**src/rtl/apb_decode_n.sv**
```systemverilog
// APB 1-to-N decoder with registered request/response path,
// unmapped-address error response and per-access downstream timeout.
module apb_decode_n #(
   parameter int ADDR_W         = 32,
   parameter int DATA_W         = 32,
   parameter int NUM_SLAVES     = 4,
   parameter int IDX_LSB        = 12,
   parameter int IDX_W          = 4,
   parameter int TIMEOUT_CYCLES = 256
) (
   input  logic                         clk,
   input  logic                         rst_n,
   input  logic                         s_psel,
   input  logic                         s_penable,
   input  logic                         s_pwrite,
   input  logic [ADDR_W-1:0]            s_paddr,
   input  logic [DATA_W-1:0]            s_pwdata,
   output logic [DATA_W-1:0]            s_prdata,
   output logic                         s_pready,
   output logic                         s_pslverr,
   output logic [NUM_SLAVES-1:0]        m_psel,
   output logic                         m_penable,
   output logic                         m_pwrite,
   output logic [ADDR_W-1:0]            m_paddr,
   output logic [DATA_W-1:0]            m_pwdata,
   input  logic [NUM_SLAVES*DATA_W-1:0] m_prdata,
   input  logic [NUM_SLAVES-1:0]        m_pready,
   input  logic [NUM_SLAVES-1:0]        m_pslverr,
   output logic                         err_decode,
   output logic                         err_timeout
);

   localparam logic [1:0] IDLE   = 2'd0;
   localparam logic [1:0] SETUP  = 2'd1;
   localparam logic [1:0] ACCESS = 2'd2;
   localparam logic [1:0] RESP   = 2'd3;

   localparam int CNT_W =
      (TIMEOUT_CYCLES > 1) ? $clog2(TIMEOUT_CYCLES) : 1;
   localparam logic [CNT_W-1:0] CNT_LAST =
      CNT_W'((TIMEOUT_CYCLES > 0) ? TIMEOUT_CYCLES - 1 : 0);
   localparam bit TO_EN = (TIMEOUT_CYCLES != 0);

   logic [1:0]            state;
   logic [IDX_W-1:0]      idx_q;
   logic [CNT_W-1:0]      cnt;
   logic [IDX_W-1:0]      idx_in;
   logic                  hit_in;
   logic [NUM_SLAVES-1:0] in_oh;
   logic [DATA_W-1:0]     sel_rdata;
   logic                  sel_rdy;
   logic                  sel_err;
   logic                  to_hit;

   assign idx_in = s_paddr[IDX_LSB +: IDX_W];
   assign hit_in = (int'(idx_in) < NUM_SLAVES);
   assign to_hit = TO_EN && (cnt == CNT_LAST);

   // Decode the incoming index and mux the selected slave's response
   always_comb begin
      in_oh     = '0;
      sel_rdata = '0;
      sel_rdy   = 1'b0;
      sel_err   = 1'b0;
      for (int i = 0; i < NUM_SLAVES; i++) begin
         in_oh[i] = (idx_in == IDX_W'(i));
         if (idx_q == IDX_W'(i)) begin
            sel_rdata = m_prdata[i*DATA_W +: DATA_W];
            sel_rdy   = m_pready[i];
            sel_err   = m_pslverr[i];
         end
      end
   end

   // Transfer FSM; every upstream and downstream output is a flop
   always_ff @(posedge clk) begin
      if (!rst_n) begin
         state       <= IDLE;
         idx_q       <= '0;
         cnt         <= '0;
         s_prdata    <= '0;
         s_pready    <= 1'b0;
         s_pslverr   <= 1'b0;
         m_psel      <= '0;
         m_penable   <= 1'b0;
         m_pwrite    <= 1'b0;
         m_paddr     <= '0;
         m_pwdata    <= '0;
         err_decode  <= 1'b0;
         err_timeout <= 1'b0;
      end else begin
         err_decode  <= 1'b0;
         err_timeout <= 1'b0;
         unique case (state)
            IDLE: begin
               if (s_psel && !s_penable) begin
                  m_paddr  <= s_paddr;
                  m_pwrite <= s_pwrite;
                  m_pwdata <= s_pwdata;
                  idx_q    <= idx_in;
                  if (hit_in) begin
                     m_psel <= in_oh;
                     state  <= SETUP;
                  end else begin
                     s_pready   <= 1'b1;
                     s_pslverr  <= 1'b1;
                     s_prdata   <= '0;
                     err_decode <= 1'b1;
                     state      <= RESP;
                  end
               end
            end
            SETUP: begin
               m_penable <= 1'b1;
               cnt       <= '0;
               state     <= ACCESS;
            end
            ACCESS: begin
               if (sel_rdy) begin
                  m_psel    <= '0;
                  m_penable <= 1'b0;
                  s_pready  <= 1'b1;
                  s_prdata  <= sel_rdata;
                  s_pslverr <= sel_err;
                  state     <= RESP;
               end else if (to_hit) begin
                  m_psel      <= '0;
                  m_penable   <= 1'b0;
                  s_pready    <= 1'b1;
                  s_prdata    <= '0;
                  s_pslverr   <= 1'b1;
                  err_timeout <= 1'b1;
                  state       <= RESP;
               end else begin
                  cnt <= cnt + 1'b1;
               end
            end
            RESP: begin
               s_pready  <= 1'b0;
               s_prdata  <= '0;
               s_pslverr <= 1'b0;
               cnt       <= '0;
               state     <= IDLE;
            end
            default: state <= IDLE;
         endcase
      end
   end

endmodule

```
**config.mk**
```make
export PLATFORM = sky130hd
export DESIGN_NAME = apb_decode_n
export DESIGN_NICKNAME = d
export VERILOG_FILES = /design/src/rtl/apb_decode_n.sv
export SDC_FILE = /design/constraint.sdc
export NUM_CORES = 1
export LEC_CHECK = 0
export CAP_MARGIN = 0
export CELL_PAD_IN_SITES_DETAIL_PLACEMENT = 2
export CELL_PAD_IN_SITES_GLOBAL_PLACEMENT = 2
export CORE_ASPECT_RATIO = 1.5
export CORE_UTILIZATION = 23
export CTS_BUF_LIST = sky130_fd_sc_hd__clkbuf_2
export CTS_CLUSTER_DIAMETER = 100
export DETAILED_ROUTE_END_ITERATION = 10
export GPL_ROUTABILITY_DRIVEN = 0
export PLACE_DENSITY_LB_ADDON = 0.08
export RECOVER_POWER = 50
export SLEW_MARGIN = 20
export SYNTH_ARGS = -nofsm -noshare
export SYNTH_HDL_FRONTEND = slang
export SYNTH_SLANG_ARGS = --single-unit
```
**constraint.sdc**
```tcl
create_clock -name clk -period 4.2 [get_ports clk]
set_input_delay 0.84 -clock clk [delete_from_list [all_inputs] [get_ports clk]]
set_output_delay 0.84 -clock clk [all_outputs]
set_load 0.01 [all_outputs]
```
; ---- Word-level counts from Yosys, hierarchy flattened
; Cells that the tools add are included.
[totals]
reg_bits = 120
latchBits = 0
ram_bits = 0
romBits = 0
input_bits = 205
wordCells = 93
n_memories = 0
[op_classes]
add_sub_neg = 1
n_mul = 0
div = 0
magnitude_cmp = 1
n_eq_ne = 16
shift = 0
n_mux = 42
bitwise = 2
n_reduce_logical = 18
[op_table]
columns = op, count
row1 = 2-to-1 mux 32 bit, 8
row2 = one-hot mux 32 bit (3 select lines), 1
row3 = 2-to-1 mux 1 bit, 17
row4 = "equality test 4 x 2 -> 1 bit, second input constant", 4
row5 = 2-to-1 mux 4 bit, 4
row6 = 2-to-1 mux 8 bit, 2
row7 = one-hot mux 8 bit (2 select lines), 1
row8 = "!= test 2 bit, second input constant", 5
row9 = "adder 8 x 1 -> 8 bit, second input constant", 1
row10 = "equality test 4 x 1 -> 1 bit, second input constant", 2
row11 = "equality test 8 bit, second input constant", 1
row12 = zero test 4 bit, 2
row13 = 2-to-1 mux 2 bit, 4
row14 = one-hot mux 2 bit (4 select lines), 1
row15 = one-hot mux 4 bit (2 select lines), 1
row16 = AND reduction 4 bit, 2
row17 = one-hot mux 1 bit (3 select lines), 2
row18 = AND reduction 2 bit, 3
row19 = AND reduction 3 bit, 2
row20 = nonzero test 2 bit, 3
row21 = "equality test 2 bit, second input constant", 2
row22 = "< comparator 4 x 3 -> 1 bit, second input constant", 1
row23 = "!= test 3 bit, second input constant", 1
row24 = nonzero test 3 bit, 1
row25 = other kinds (8), 9

; ---- Longest topological paths before layout
; Gate-level depths: netlist of run 1.
[depth]
depth_word = 7
mapped_depth = 9
depth_no_buf = 6

; ---- Worst setup path before layout of run 1
; No wires, ideal clock.
[synth_path]
path_kind = input-to-reg
from = in m_pready[1]
to = reg cnt[5]
setup_ps = 88
t_arrival_ps = 2287
t_required_ps = 4112
slack_ps = 1825
path_stages = 7
n_path_buf = 2
cell_sequence = mux2i_1 o22ai_4 o31a_1 buf_6 or3_1 buf_2 o32ai_2
[synth_between]
elab_chain_len = 5
[synth_rtl]
columns = item, line
row1 = "start, declared", 27  ; input logic [NUM_SLAVES-1:0] m_pready,
row2 = 2-to-1 mux 1 bit (3 in series), 67  ; if (idx_q == IDX_W'(i)) begin
row3 = != test 2 bit (no source line), --
row4 = AND reduction 3 bit (no source line), --
row5 = "end signal, assigned", 135  ; cnt <= cnt + 1'b1;
row6 = "end, declared", 46  ; logic [CNT_W-1:0] cnt;
; No other way between the ends.
; A chain may end at the register's enable or synchronous reset.

==> key figures, run 1 <==
Timing
  • Final setup skew: 0.01968 ns
  • Fin. max-slew vios: 91
  • RSZ-0062 raised after global routing: false
  • Slew HR: -0.1191
  • Part of the cycle the worst path needs: 0.7669
  • TNS Setup: 0 ns
  • Actual slew at the worst max-slew pin: 1.679 ns
  • Fin. Hold Viols: 0
  • Fmax: 0.3105 GHz
  • Clock period minus worst slack: 3.221 ns
  • Setup violators final: 0

Logic synthesis
  • Count leader, synth: nand2_1
  • Register bit count reported by yosys: 116
  • Cell taking the most area after synthesis: dfxtp_1
  • Synth Warn #: 0
  • Synthesized net count: 837
  • Most instantiated cells after synthesis: nand2_1 (139), dfxtp_1 (116), a21boi_0 (66), mux2_2 (62), nand3_1 (45)
  • Seq/Total Area, Yosys: 0.4210
  • Number of synthesized flops with an enable pin: 0
  • Ys flop type: dfxtp_1
  • Area contributors post-synth: dfxtp_1 (42%), mux2_2 (13%), nand2_1 (9.5%)
  • Syn_area_per_cell: 8.798 sq um
  • Post-Syn Instances: 627
  • Synth async-reset ratio: 0
  • Top-area cell type share of the netlist area: 0.4210
  • Synth unique cells: 39
  • Post-Syn Area: 0.005517 sq mm

Route
  • # DRC: 0
  • Detail Route Antenna Nets: 0
  • TritonRoute pass-1 iters: 6
  • Via count: 5,827
  • DRC marker count from the first detailed-route iteration: 142
  • DR vias/cell: 4.695
  • Detailed-route wire length: 22.95 mm
  • Wire length per cell: 18.49 microns

CTS
  • Clk_lat worst skew: 0.70 ns
  • Post-cts resize count: 0
  • CTS tree: done
  • Clock Sinks: 116
  • Total CTS buffers: 17
  • Clk root buf: clkbuf_2
  • Clock Tree Buf Depth: 2
  • Htree depth: 4
  • Worst-path clk slew: 0.17 ns
  • Setup Buffers After CTS: 0
  • # hold bufs at CTS: 0

Global route
  • Largest net degree at the start of global routing: 91
  • Vias in the first global route: 6,503
  • Initial antenna violation count: 1
  • GR Overflow Total: 0
  • Total global-route track usage: 0.1848
  • First-pass GRT wire length: 34.77 mm
  • Grt peak-use layer: met2
  • Met2 Use GR: 0.3395
  • M3 GR Usage: 0.06407
  • GR Util met1: 0.1849

Final layout
  • Area Overhead vs Synth: 65.00%
  • Fillers: 2,661
  • Fin util: 0.3848
  • Layout cell share with drive strength beyond 1: 0.1196
  • # nets final: 1,117

Critical path
  • Crit path max fanout: 68
  • Worst setup EP type: flip-flop
  • RR Startpoint: m_paddr[13]
  • Worst Setup Start Kind: flip-flop
  • Worst EP required: 4.79 ns
  • WP data arrival: 3.81 ns
  • Crit path kind: reg2reg
  • R2R Setup Slk: 0.98 ns
  • Reg2Reg Capture Point: s_prdata[7]
  • Cells on worst reg2reg path: 6

Power and ir drop
  • Cell Pwr Density: 361.8 mW/mm^2
  • Lkg Pwr: 3.119 nW
  • Total power: 3.293 mW
  • Peak VDD IR: 0.1581 mV

Flow run
  • Max_cap viols: 1

Floorplan
  • Initial Util: 0.2332
  • Die area: 0.02462 sq mm
  • IO Pins: 311
  • Total core area: 0.02366 sq mm
  • Die Wd: 128.5 microns
  • Row cnt: 69
  • Vert. Die Dim: 191.7 microns

Hold path
  • Hold Path Class: reg2reg
  • Hold path depth: 2
  • Min-delay src: m_pwdata[2]
  • WHS Endpoint: m_pwdata[2]

Status
  • Failing checks: max-capacitance violations, max-slew violations
  • Status: finished with violations

Place
  • Number of buffers added on ports: 310
  • Final HPWL DP: 17.21 mm
==> through the flow <==
stage	hold slack, ns	std cells	cell area (sq um)	setup WS, ns
floorplan	0.4548	627	5517	1.825
global placement	0.4519	1207	8857	1.282
detailed placement	0.4640	1207	8857	1.205
CTS	0.4864	1239	9119	1.167
global route	0.5102	1240	9100	0.6126
finish	0.4799	1241	9102	0.9792
==> cells by family after synthesis <==
logic type	count (synthesis)	share of synthesized area
and+or+nand+nor	217	0.1721
AOI/OAI and AO/OA	160	0.2091
DFF	116	0.4210
muxes	67	0.1402
buffers and inverters	62	0.04627
adders and majority gates	5	0.01134
==> worst max-delay path by stage <==
stage / startpoint / to / depth (start not counted)
floorplan: m_pready[1] / cnt[5] / 7
global placement: m_pready[1] / cnt[5] / 6
detailed placement: s_psel / m_paddr[7] / 6
CTS: m_paddr[13] / m_paddr[13] / 2
global route: m_paddr[13] / s_prdata[7] / 6
finish: m_paddr[13] / s_prdata[7] / 6
==> where the power goes <==
part	switching, mW	internal [mW]	leakage, nW
Clock	0.437	0.390	0.165
Combinational	0.619	0.562	2.01
Sequential	0.0685	1.22	0.942
==> per-layer routing <==
layer	part of all wire	routed length [microns]
met1	0.37	8554
met2	0.52	11820
met3	0.083	1909
met4	0.029	661
met5	0	0
==> layout make-up <==
cell class / instances / area [sq um] / share of cell area
timing repair buffer: 318 / 3166 / 0.3478
multi-input combinational: 449 / 2929 / 0.3218
sequential: 116 / 2323 / 0.2553
tap: 319 / 399.1 / 0.04385
clock inverter: 12 / 161.4 / 0.01773
clock buffer: 20 / 100.1 / 0.01100
inverter: 5 / 18.77 / 0.002062
antenna: 2 / 5.005 / 0.0005498
==> layout by cell type, fill, tap and decap left out, types with 3 or more instances in the layout <==
master,count
o21ai_0,12
a21boi_0,66
a32o_1,4
bufinv_16,4
clkdlybuf4s50_1,309
nand3_1,45
inv_1,5
a21oi_1,4
o22ai_1,34
ha_1,5
mux2i_1,3
mux2_2,62
o31ai_1,31
clkbuf_2,23
nand2_1,138
dfxtp_1,115
nor3_1,3
nor2_1,6
nand2b_1,5
nand3b_1,4
o211ai_1,5
buf_4,5
clkinv_2,6
==> worst max-delay path, cell delays in order, from the launching register on <==
cell and delay, ns:
dfxtp_1 0.34, buf_4 0.27, or3_1 0.47, o22ai_1 0.59, o211ai_1 0.20, clkbuf_2 0.73, o31ai_1 0.51
==> sequential cells by signal, summed over array words and instances (netlist names) <==
name and count:
state 2, err_timeout 1, err_decode 1, cnt 8, m_penable 1, m_psel 4
s_pready 1, m_paddr 32, m_pwrite 1, m_pwdata 32, s_prdata 32, s_pslverr 1
(Power assumes the default switching activity.)
==> inputs of run 2 (changes only) <==
CORE_UTILIZATION = 21   (was 23)
clock period = 3 ns   (was 4.2 ns; I/O delays follow)
==> run 2 against run 1 <==
Effect of this change: the run now ends clean; combinational power increased by 41%; cell count up 1.5%; die area up 9.4%; register-to-register slack got worse by 0.59 ns; final area grew 0.59%; clock skew grew 0.0095 ns; global-route usage shrank 1.1 points; worst hold slack got worse by 0.12 ns; sequential share of layout area decreased by 0.15 points; critical endpoint is now m_paddr[12]; highest routed layer unchanged.
==> key figures, run 2 (synthesized netlist as in run 1, its figures left out) <==
Status
  • Status: complete, no violations

Route
  • TritonRoute pass-1 iters: 4 (-2)
  • Detailed-route wire length: 23.38 mm (+1.9%)
  • Detail Route Antenna Nets: 0 (unchanged)
  • Wire length per cell: 18.57 microns (+0.42%)
  • Via count: 5,849 (+0.38%)
  • DR vias/cell: 4.646 (-1.1%)
  • DRC marker count from the first detailed-route iteration: 98 (-31%)
  • # DRC: 0 (unchanged)

CTS
  • CTS tree: done
  • Clk root buf: clkbuf_2
  • # hold bufs at CTS: 0 (unchanged)
  • Worst-path clk slew: 0.18 ns (about the same)
  • Htree depth: 4 (unchanged)
  • Setup Buffers After CTS: 0 (unchanged)
  • Clock Sinks: 116 (unchanged)
  • Clk_lat worst skew: 0.72 ns (+0.02 ns)
  • Clock Tree Buf Depth: 2 (unchanged)
  • Total CTS buffers: 17 (unchanged)
  • Post-cts resize count: 0 (unchanged)

Timing
  • Clock period minus worst slack: 2.720 ns
  • RSZ-0062 raised after global routing: false
  • Slew HR: 0.4465 (+0.5656)
  • Part of the cycle the worst path needs: 0.9067
  • Setup violators final: 0 (unchanged)
  • Final setup skew: 0.02923 ns (+0.009548 ns)
  • Fin. Hold Viols: 0 (unchanged)
  • Actual slew at the worst max-slew pin: 0.8302 ns (-0.8484 ns)
  • Fin. max-slew vios: 0 (-100%)
  • Fmax: 0.3676 GHz
  • TNS Setup: 0 ns (unchanged)

Floorplan
  • Total core area: 0.02576 sq mm (+8.9%)
  • Vert. Die Dim: 200.5 microns (+4.6%)
  • IO Pins: 311 (unchanged)
  • Die area: 0.02693 sq mm (+9.4%)
  • Initial Util: 0.2141 (-0.01909)
  • Row cnt: 72 (+4.3%)
  • Die Wd: 134.3 microns (+4.6%)

Critical path
  • Worst EP required: 2.40 ns (-2.39 ns)
  • Crit path max fanout: 66 (-2.9%)
  • Crit path kind: reg2out
  • Worst Setup Start Kind: flip-flop
  • WP data arrival: 2.12 ns (-1.69 ns)
  • Worst setup EP type: output pin

Power and ir drop
  • Comb power frac: 0.358 (about the same)
  • Peak VDD IR: 0.3097 mV (+96%)
  • Switching pwr: 1.583 mW (+41%)
  • Lkg Pwr: 3.143 nW (+0.77%)
  • Clock power frac: 0.253 (+0.002)
  • Register share of total power: 0.389 (about the same)
  • Cell Pwr Density: 505.1 mW/mm^2 (+40%)
  • Total power: 4.625 mW (+40%)
  • Internal Power: 3.042 mW (+40%)
  • Net switching fraction of the power: 0.3424 (+0.0008488)

Final layout
  • Layout cell share with drive strength beyond 1: 0.1190 (-0.0005176)
  • Post-route cell area: 0.009156 sq mm (+0.59%)
  • Largest registers: m_paddr (32), m_pwdata (32), s_prdata (32)
  • Fillers: 2,889 (+8.6%)
  • Fin util: 0.3554 (-0.02942)
  • # nets final: 1,121 (+0.36%)
  • Area Overhead vs Synth: 65.98%
  • Most common cell after layout, fill and taps aside: clkdlybuf4s50_1
  • Most frequent cells in the layout: clkdlybuf4s50_1 (305), nand2_1 (139), dfxtp_1 (115)

Flow run
  • Max_cap viols: 0 (-1)

Place
  • Number of buffers added on ports: 310 (unchanged)
  • Final HPWL DP: 17.65 mm (+2.6%)
  • Placed standard-cell area: 0.008942 sq mm (+0.96%)

Global route
  • Largest net degree at the start of global routing: 69 (-24%)
  • Initial antenna violation count: 2 (+1)
  • Total global-route track usage: 0.1737 (-0.01105)
  • GR Overflow Total: 0 (unchanged)
  • Vias in the first global route: 6,504 (+0.015%)
  • First-pass GRT wire length: 36.11 mm (+3.8%)

Hold path
  • Hold Path Class: in2reg
run 2: cell types whose count changed in the layout (fill, tap and decap cells not counted):
cell	change
buf_12	+1
clkinvlp_4	+1
clkinv_2	-3
nand2_1	+1
nand2_2	-1
clkinv_1	+2
clkdlybuf4s50_1	-4
dlygate4sd3_1	+4
clkbuf_1	+1
buf_4	+2
run 2: worst paths after layout:
path / from / end / slack (ns) / depth (start not counted)
worst max-delay path: m_paddr[12] / m_paddr[12] / 0.28 / 2
worst min-delay path: rst_n / m_pwdata[0] / 0.36 / 2
worst min register to register: m_pwdata[24] / m_pwdata[24] / 0.48 / 2
worst max register to register: m_paddr[14] / s_prdata[4] / 0.39 / 6
run 2: power by group through the flow:
stage / sequential (mW) / combinational (mW) / clock, mW
after floorplan: 1.89 / 0.828 / 0
after global placement: 1.83 / 1.69 / 0
after detailed placement: 1.84 / 1.75 / 0
after CTS: 1.81 / 1.76 / 1.25
after global routing: 1.83 / 1.82 / 1.31
final: 1.80 / 1.66 / 1.17
run 2: final cells by class:
type | instances | area [sq um] | area share
Clock inverter | 12 | 161.4 | 0.01763
Clock buffer | 20 | 100.1 | 0.01093
Timing Repair Buffer | 322 | 3204 | 0.3500
Sequential cell | 116 | 2323 | 0.2538
Antenna cell | 2 | 5.005 | 0.0005466
Inverter | 5 | 18.77 | 0.002050
Multi-Input combinational cell | 449 | 2927 | 0.3196
Tap cell | 333 | 416.7 | 0.04550
run 2: through the flow:
step / hold WS, ns / setup slack (ns) / cells
finish: 0.3575 / 0.2800 / 1259
global route: 0.2872 / 0.08870 / 1259
CTS: 0.2472 / 0.1260 / 1257
detailed placement: 0.4607 / 0.3766 / 1225
global placement: 0.4494 / 0.4495 / 1225
floorplan: 0.4548 / 0.8654 / 627
run 2: metal layers:
metal,global-route usage,routed length (microns),share of wire,up-vias
li1,-,-,-,2793
met1,0.1782,8954,0.38,2795
met2,0.3225,11900,0.51,244
met3,0.06288,2176,0.093,17
met4,0.05337,351,0.015,0
met5,0,0,0,-
run 2: worst max-delay path, stage by stage (launching register included):
cell and delay, ns:
dfxtp_2 0.44, buf_12 0.34, clkdlybuf4s50_1 0.61
